--- src/rtl/vrf_read_scheduler.sv ---
// Round-robin arbiter sharing one VRF read port among NUM_REQ requesters,
// with a fixed-latency tracking pipeline that routes read data back to its source.
module vrf_read_scheduler #(
    parameter int unsigned NUM_REQ     = 4,
    parameter int unsigned VRF_LATENCY = 2,
    parameter int unsigned DATA_WIDTH  = 32
) (
    input  logic                      clock,
    input  logic                      reset,
    input  logic [NUM_REQ-1:0]        req_valid,
    output logic [NUM_REQ-1:0]        req_ready,
    input  logic [5*NUM_REQ-1:0]      req_vs,
    input  logic [8*NUM_REQ-1:0]      req_offset,
    input  logic [3*NUM_REQ-1:0]      req_instructionIndex,
    output logic                      vrf_read_valid,
    input  logic                      vrf_read_ready,
    output logic [4:0]                vrf_read_vs,
    output logic [7:0]                vrf_read_offset,
    output logic [2:0]                vrf_read_instructionIndex,
    input  logic [DATA_WIDTH-1:0]     vrf_read_data,
    input  logic                      flush,
    output logic [NUM_REQ-1:0]        resp_valid,
    output logic [DATA_WIDTH-1:0]     resp_data,
    output logic [15:0]               conflict_count
);

    localparam int unsigned PTR_W = (NUM_REQ > 1) ? $clog2(NUM_REQ) : 1;

    logic [PTR_W-1:0]   r_ptr;
    logic               r_pv  [VRF_LATENCY];
    logic [PTR_W-1:0]   r_src [VRF_LATENCY];
    logic [15:0]        r_conflict;

    logic [NUM_REQ-1:0] w_grant;
    logic [PTR_W-1:0]   w_gidx;
    logic [PTR_W-1:0]   w_cand;
    logic               w_any;
    logic               w_fire;

    // Scan ptr+1 .. ptr+NUM_REQ; the first valid requester wins.
    always_comb begin
        w_grant = '0;
        w_gidx  = r_ptr;
        w_cand  = '0;
        w_any   = 1'b0;
        for (int unsigned k = 1; k <= NUM_REQ; k++) begin
            w_cand = PTR_W'((32'(r_ptr) + k) % NUM_REQ);
            if (!w_any && req_valid[w_cand]) begin
                w_any           = 1'b1;
                w_gidx          = w_cand;
                w_grant[w_cand] = 1'b1;
            end
        end
    end

    assign vrf_read_valid = (|req_valid) & ~flush & ~reset;
    assign req_ready      = w_grant & {NUM_REQ{vrf_read_ready & ~flush & ~reset}};
    assign w_fire         = vrf_read_valid & vrf_read_ready;

    always_comb begin
        vrf_read_vs               = '0;
        vrf_read_offset           = '0;
        vrf_read_instructionIndex = '0;
        for (int unsigned i = 0; i < NUM_REQ; i++) begin
            if (w_grant[i]) begin
                vrf_read_vs               = req_vs[5*i +: 5];
                vrf_read_offset           = req_offset[8*i +: 8];
                vrf_read_instructionIndex = req_instructionIndex[3*i +: 3];
            end
        end
    end

    always_ff @(posedge clock) begin
        if (reset) begin
            r_ptr      <= PTR_W'(NUM_REQ - 1);
            r_conflict <= '0;
            for (int unsigned s = 0; s < VRF_LATENCY; s++) begin
                r_pv[s]  <= 1'b0;
                r_src[s] <= '0;
            end
        end else begin
            if (w_fire) begin
                r_ptr <= w_gidx;
            end
            // Fire is already gated by flush, so stage 0 needs no extra masking.
            r_pv[0]  <= w_fire;
            r_src[0] <= w_gidx;
            for (int unsigned s = 1; s < VRF_LATENCY; s++) begin
                r_pv[s]  <= r_pv[s-1] & ~flush;
                r_src[s] <= r_src[s-1];
            end
            if (vrf_read_valid && !vrf_read_ready && r_conflict != 16'hFFFF) begin
                r_conflict <= r_conflict + 16'd1;
            end
        end
    end

    always_comb begin
        resp_valid = '0;
        if (r_pv[VRF_LATENCY-1]) begin
            resp_valid[r_src[VRF_LATENCY-1]] = 1'b1;
        end
    end

    assign resp_data      = vrf_read_data;
    assign conflict_count = r_conflict;

endmodule

--- config.mk ---
export PLATFORM = sky130hd
export DESIGN_NAME = vrf_read_scheduler
export DESIGN_NICKNAME = d
export VERILOG_FILES = /design/src/rtl/vrf_read_scheduler.sv
export SDC_FILE = /design/constraint.sdc
export NUM_CORES = 1
export LEC_CHECK = 0
export CORE_ASPECT_RATIO = 0.9
export CORE_UTILIZATION = 36
export CTS_BUF_LIST = sky130_fd_sc_hd__clkbuf_8 sky130_fd_sc_hd__clkbuf_16
export DETAILED_ROUTE_END_ITERATION = 16
export GPL_ROUTABILITY_DRIVEN = 0
export MAX_ROUTING_LAYER = met4
export PLACE_DENSITY = 0.93
export SLEW_MARGIN = 20
export SYNTH_ARGS = -nofsm -noshare
export SYNTH_HDL_FRONTEND = slang
export SYNTH_SLANG_ARGS = --single-unit
--- constraint.sdc ---
create_clock -name clock -period 4.8 [get_ports clock]
set_input_delay 0.72 -clock clock [delete_from_list [all_inputs] [get_ports clock]]
set_output_delay 0.72 -clock clock [all_outputs]
set_load 0.1 [all_outputs]
== Word-level counts from Yosys, hierarchy flattened ==
Memories as Yosys holds them, arrays and structs flattened.
Index checks and enable logic that the tools add are counted.

* Reductions and logical operators: 15
* Muxes and demuxes: 49
* Bitwise gates (word level): 16
* Equal/unequal tests: 1
* Magnitude comparators: 10
* Add/sub/neg operators: 5

{| class="wikitable"
|+ Operator list
! kind !! number
|-
| 8-bit two-way mux || 4
|-
| 4-bit two-way mux || 5
|-
| 5-bit two-way mux || 4
|-
| 1-bit two-way mux || 17
|-
| 16-bit by 1-bit adder with 16-bit output, second input constant || 1
|-
| 16-bit != test, second input constant || 1
|-
| 2-bit by 3-bit less-than comparator with 1-bit output, second input constant || 5
|-
| 2-bit two-way mux || 6
|-
| 3-bit two-way mux || 4
|-
| 4-bit bitwise OR || 3
|-
| 1-bit demux with 2-bit select || 5
|-
| 2-bit by 1-bit >= comparator with 1-bit output, second input constant || 5
|-
| 1-bit logical AND || 10
|-
| 1-bit binary-select mux with 2-bit select || 4
|-
| 1-bit bitwise AND || 6
|-
| 2-bit by 1-bit adder with 2-bit output, second input constant || 2
|-
| 2-bit adder, second input constant || 2
|-
| 4-bit bitwise AND || 1
|-
| 1-bit logical NOT || 4
|-
| 1-bit bitwise OR || 4
|-
| 4-bit OR reduction || 1
|-
| 1-bit NOT || 2
|}

* Output and inout port bits: 73
* Bits in registers: 18
* Memories kept: 2
* Memory bits (writable): 6

{| class="wikitable"
|+ Memory list
! name !! words !! bits a word !! read ports !! clocked after Yosys merged registers in !! wr ports !! line !! RTL
|-
| r_src || 2 || 2 || 2 || 0 || 2 || 31 || <nowiki>logic [PTR_W-1:0] r_src [VRF_LATENCY];</nowiki>
|-
| r_pv || 2 || 1 || 2 || 0 || 2 || 30 || <nowiki>logic r_pv [VRF_LATENCY];</nowiki>
|}

== Longest topological paths before layout ==
* Word-level depth: 17
* Depth in mapped cells: 14
* Gate-level depth less buffers: 8

== Worst setup path after synthesis ==
OpenSTA, ideal clock, no wires.

* Path type: register -> output
* Start point: reg r_ptr[0]
* End point: out vrf_read_vs[3]
* Buffers on the path: 6
* Data required time: 4080 ps
* Data arrival time: 4334 ps
* Stages on the path, launching flop included: 14
* Setup slack: -254 ps
* Cell sequence: dfxtp_1 buf_6 buf_6 inv_1 ha_1 buf_2 mux4_2 nor3b_2 a211o_1 buf_6 nand2b_1 buf_2 buf_6 o221ai_1

* Word-level cells in the longest chain between the ends: 17
* Elaborated cells on any way between the ends: 52
* Classes of those cells: 4 x add/sub; 8 x order compare; 27 x mux; 3 x bitwise; 10 x reduce/logical

{| class="wikitable"
|+ Ends and longest elaborated chain
! element !! line !! RTL
|-
| from (decl) || 29 || <nowiki>logic [PTR_W-1:0] r_ptr;</nowiki>
|-
| from (signal assigned) || 75 || <nowiki>r_ptr <= PTR_W'(NUM_REQ - 1);</nowiki>
|-
| from (signal assigned) || 83 || <nowiki>r_ptr <= w_gidx;</nowiki>
|-
| parallel branches: the longest is 12 deep, another holds 2-bit by 3-bit less-than comparator with 1-bit output || n/a ||
|-
| 4-bit two-way mux (*) || 48 || <nowiki>if (!w_any && req_valid[w_cand]) begin</nowiki>
|-
| 5-bit two-way mux (3 in a row) || 65 || <nowiki>if (w_grant[i]) begin</nowiki>
|-
| 5-bit two-way mux (*) || 65 ||
|-
| to (decl) || 17 || <nowiki>output logic [4:0] vrf_read_vs,</nowiki>
|}

Mark *: on every way between the ends. The select of a mux whose other input is x is not followed.

== Worst setup path in the final report ==
* Start point: in req_valid[1]
* End point: out vrf_read_instructionIndex[0]

* Word-level cells in the longest chain between the ends: 16
* Elaborated cells on any way between the ends: 28
* Classes of those cells: 19 x mux; 3 x bitwise; 6 x reduce/logical

{| class="wikitable"
|+ Ends and longest elaborated chain
! element !! line !! RTL
|-
| from (decl) || 10 || <nowiki>input logic [NUM_REQ-1:0] req_valid,</nowiki>
|-
| 1-bit binary-select mux with 2-bit select || 48 ||
|-
| 1-bit two-way mux (implied by the code) || 48 ||
|-
| 1-bit two-way mux || 48 ||
|-
| 1-bit logical NOT || 48 ||
|-
| 1-bit logical AND || 48 ||
|-
| 1-bit two-way mux || 48 ||
|-
| 1-bit logical NOT || 48 ||
|-
| 1-bit logical AND || 48 ||
|-
| 1-bit two-way mux || 48 ||
|-
| 1-bit logical NOT || 48 ||
|-
| 1-bit logical AND || 48 ||
|-
| 4-bit two-way mux (*) || 48 ||
|-
| 3-bit two-way mux (3 in a row) || 65 ||
|-
| 3-bit two-way mux (*) || 65 ||
|-
| to (decl) || 19 || <nowiki>output logic [2:0] vrf_read_instructionIndex,</nowiki>
|}

Mark *: on every way between the ends. The rest lies on a longest branch, timed or not. The select of a mux whose other input is x is not followed.

==> out/results.txt <==
Worst Tran Pin Value = 0.9857 ns
Final WL = 7050 um
Final worst slack = 0.3298 ns
Mux share of post-synthesis cell area = 4.757%
Synth cell count leaders = buf_4 (34), nand2_1 (32), nor2_1 (25), dfxtp_1 (24), inv_1 (24)
Synth Area in Compound Gates = 25.94%
Main combinational cell family by area after synthesis = compound AO/OA/AOI/OAI gates
Pleak = 1.377 nW
Number of remaining DRC errors = 0
Post-Synthesis Cells = 303
Post-synthesis xor/xnor area fraction = 4.907%
Synth Net Count = 416
Final Max Tran Viols = 0
Most frequent cell after synthesis = buf_4
Setup-failing EPs final = 0
Later-pin clock latency in the skew report = 0.26 ns
CTS tree = yes
Max IR drop VDD = 0.1602 mV
Hold crit path type = reg -> reg
GRT Resource Usage Total = 18.29%
Yosys cell types = 57
Largest net degree at the start of global routing = 25
Largest fanout on the critical path = 16
H-tree Lvls = 1
# IOs = 177
Post-CTS setup buffers = 0
Adder-cell area share of the yosys netlist = 4.507%
Reg clk slew, reported paths = 0.08 ns
Fin Hold WS = 0.4406 ns
Async S/R FF share, synth = 0%
Ratio of cells with drive above 1 in the final layout = 16.94%
Status = complete, no violations
Hpwl dp = 5519 um
N_diodes = 0
Data arrival time of the worst path = 3.75 ns
Hold_buf cts = 0
Total CTS buffers = 3
Root Driver = clkbuf_8
Global-route wire length before repair = 10640 um
Chip height = 81.04 um
Unrepaired setup endpoints after global routing = false
Vias = 2433
Post-synth top area cell = dfxtp_1
Total congestion overflow = 0
Antenna violations before repair = 0
Drt initial violations = 130
Tmin final = 4.470 ns
Vias per inst = 5.266
Worst slew margin = 34.08%
Starting density of the core = 37.54%
Number of synthesized flops with an enable pin = 0
Worst Setup Path Type = in -> out
CTS max path bufs = 2
Top cells by area, synth = dfxtp_1 (19%), buf_4 (10%), o221ai_2 (6.0%)
Top-area cell type share of the netlist area = 19.23%
Hold Violations, Final = 0
Port bufs = 112
Tot Pwr = 1.138 mW
Post-synthesis simple-gate area fraction = 21.58%
Post-DRT Antenna Nets = 0
Layout area overhead = 45.47%
CTS Sinks = 24
# rows = 28
Worst slack at placement = 0.3761 ns
Startpoint types = primary input
Top FF cell, synth = dfxtp_1
Die X = 89.82 um
F_max = 223.7 MHz
Core ar. = 6656 sq um
Syn_area_per_cell = 8.246 sq um
Mean routed wirelength per cell = 15.26 um
Post-layout nets = 486
YS warnings = 0
Vias in the first global route = 2221
Synthesized flop and latch total = 24
Seq/Total Area, Yosys = 19.23%
Post_cts resized = 0
WP data required = 4.08 ns
Die area = 7278 sq um
Mapped Area = 2499 sq um
P per Cell Area = 313.1 nW/um^2
Part of the cycle the worst path needs = 93.13%
Max-Cap Viols = 0
CP Capture Type = output pin
Clk_skew = 0.003007 ns
Drt pass-1 iters = 4
## worst paths after layout
kind / from / endpoint / slack [ns] / cells after the start
worst max register to register: r_ptr[1] / r_ptr[1] / 2.28 / 8
worst min-delay path: r_src[0][0] / r_src[0][2] / 0.44 / 1
worst min register to register: r_src[0][0] / r_src[0][2] / 0.44 / 1
worst max-delay path: req_valid[1] / vrf_read_instructionIndex[0] / 0.33 / 9
## worst max-delay path, stage by stage
cell and delay [ns]:
clkdlybuf4s50_1 0.62, mux4_2 0.67, nor3b_2 0.32, a221oi_2 0.15, a221oi_4 0.26, buf_4 0.31
a22oi_1 0.13, o221ai_1 0.33, buf_12 0.22
## state kept, by name, summed over array words and instances (netlist names)
name	count
r_src	4
r_ptr	2
r_pv	2
conflict_count	16
## layer usage
metal | track usage, % | share of wire (%)
met5 | - | 0
met4 | 4.754 | 1.6
met3 | 2.434 | 5.0
met2 | 30.62 | 51
met1 | 23.44 | 42
## report_power, final
group / switching, mW / internal (mW) / total [mW]
clock network: 0.0624 / 0.111 / 0.174
registers: 0.00440 / 0.204 / 0.209
logic: 0.472 / 0.283 / 0.755
## area by class of cell
cell class              instances  area (sq um)
clock buffers                   3         41.29
clock inverters                 1         30.03
fillers                       566          3022
inverters                      24         90.09
multi-input cells             203          1548
flip-flops and latches         24         481.7
well taps                      90         112.6
repair buffers                117          1331
## through the flow
stage,instances,utilization [%],setup TNS [ns],area (sq um)
after CTS,462,54.59,0,3633
after global routing,462,54.61,0,3635
after global placement,458,53.52,0,3562
after detailed placement,458,53.52,0,3562
after floorplan,303,-,-0.8462,2505
final,462,54.61,0,3635
## kinds of logic after synthesis
family | after synthesis
and+or+nand+nor | 106
buffers and inverters | 76
AOI/OAI and AO/OA | 66
DFF | 24
xor gates and xnor gates | 14
adders and majority gates | 9
muxes | 8
## cell usage in the layout, fill, tap and decap left out, types with 5 or more instances in the layout
cell type        Yosys  routed
o221ai_1             7       6
xnor2_1             10      10
a21oi_1              5       5
nand3_1              7       7
buf_12               0      18
a22oi_1              7       7
inv_1               24      24
ha_1                 9       9
o221ai_2            10      11
clkdlybuf4s50_1      0      91
nor2_1              25      25
nand2_1             32      32
a22oi_2             10      10
buf_4               34       8
dfxtp_1             24      23
nor2b_1              5       5
o21ai_0              8       8
Power figures use the tool's default switching activity.
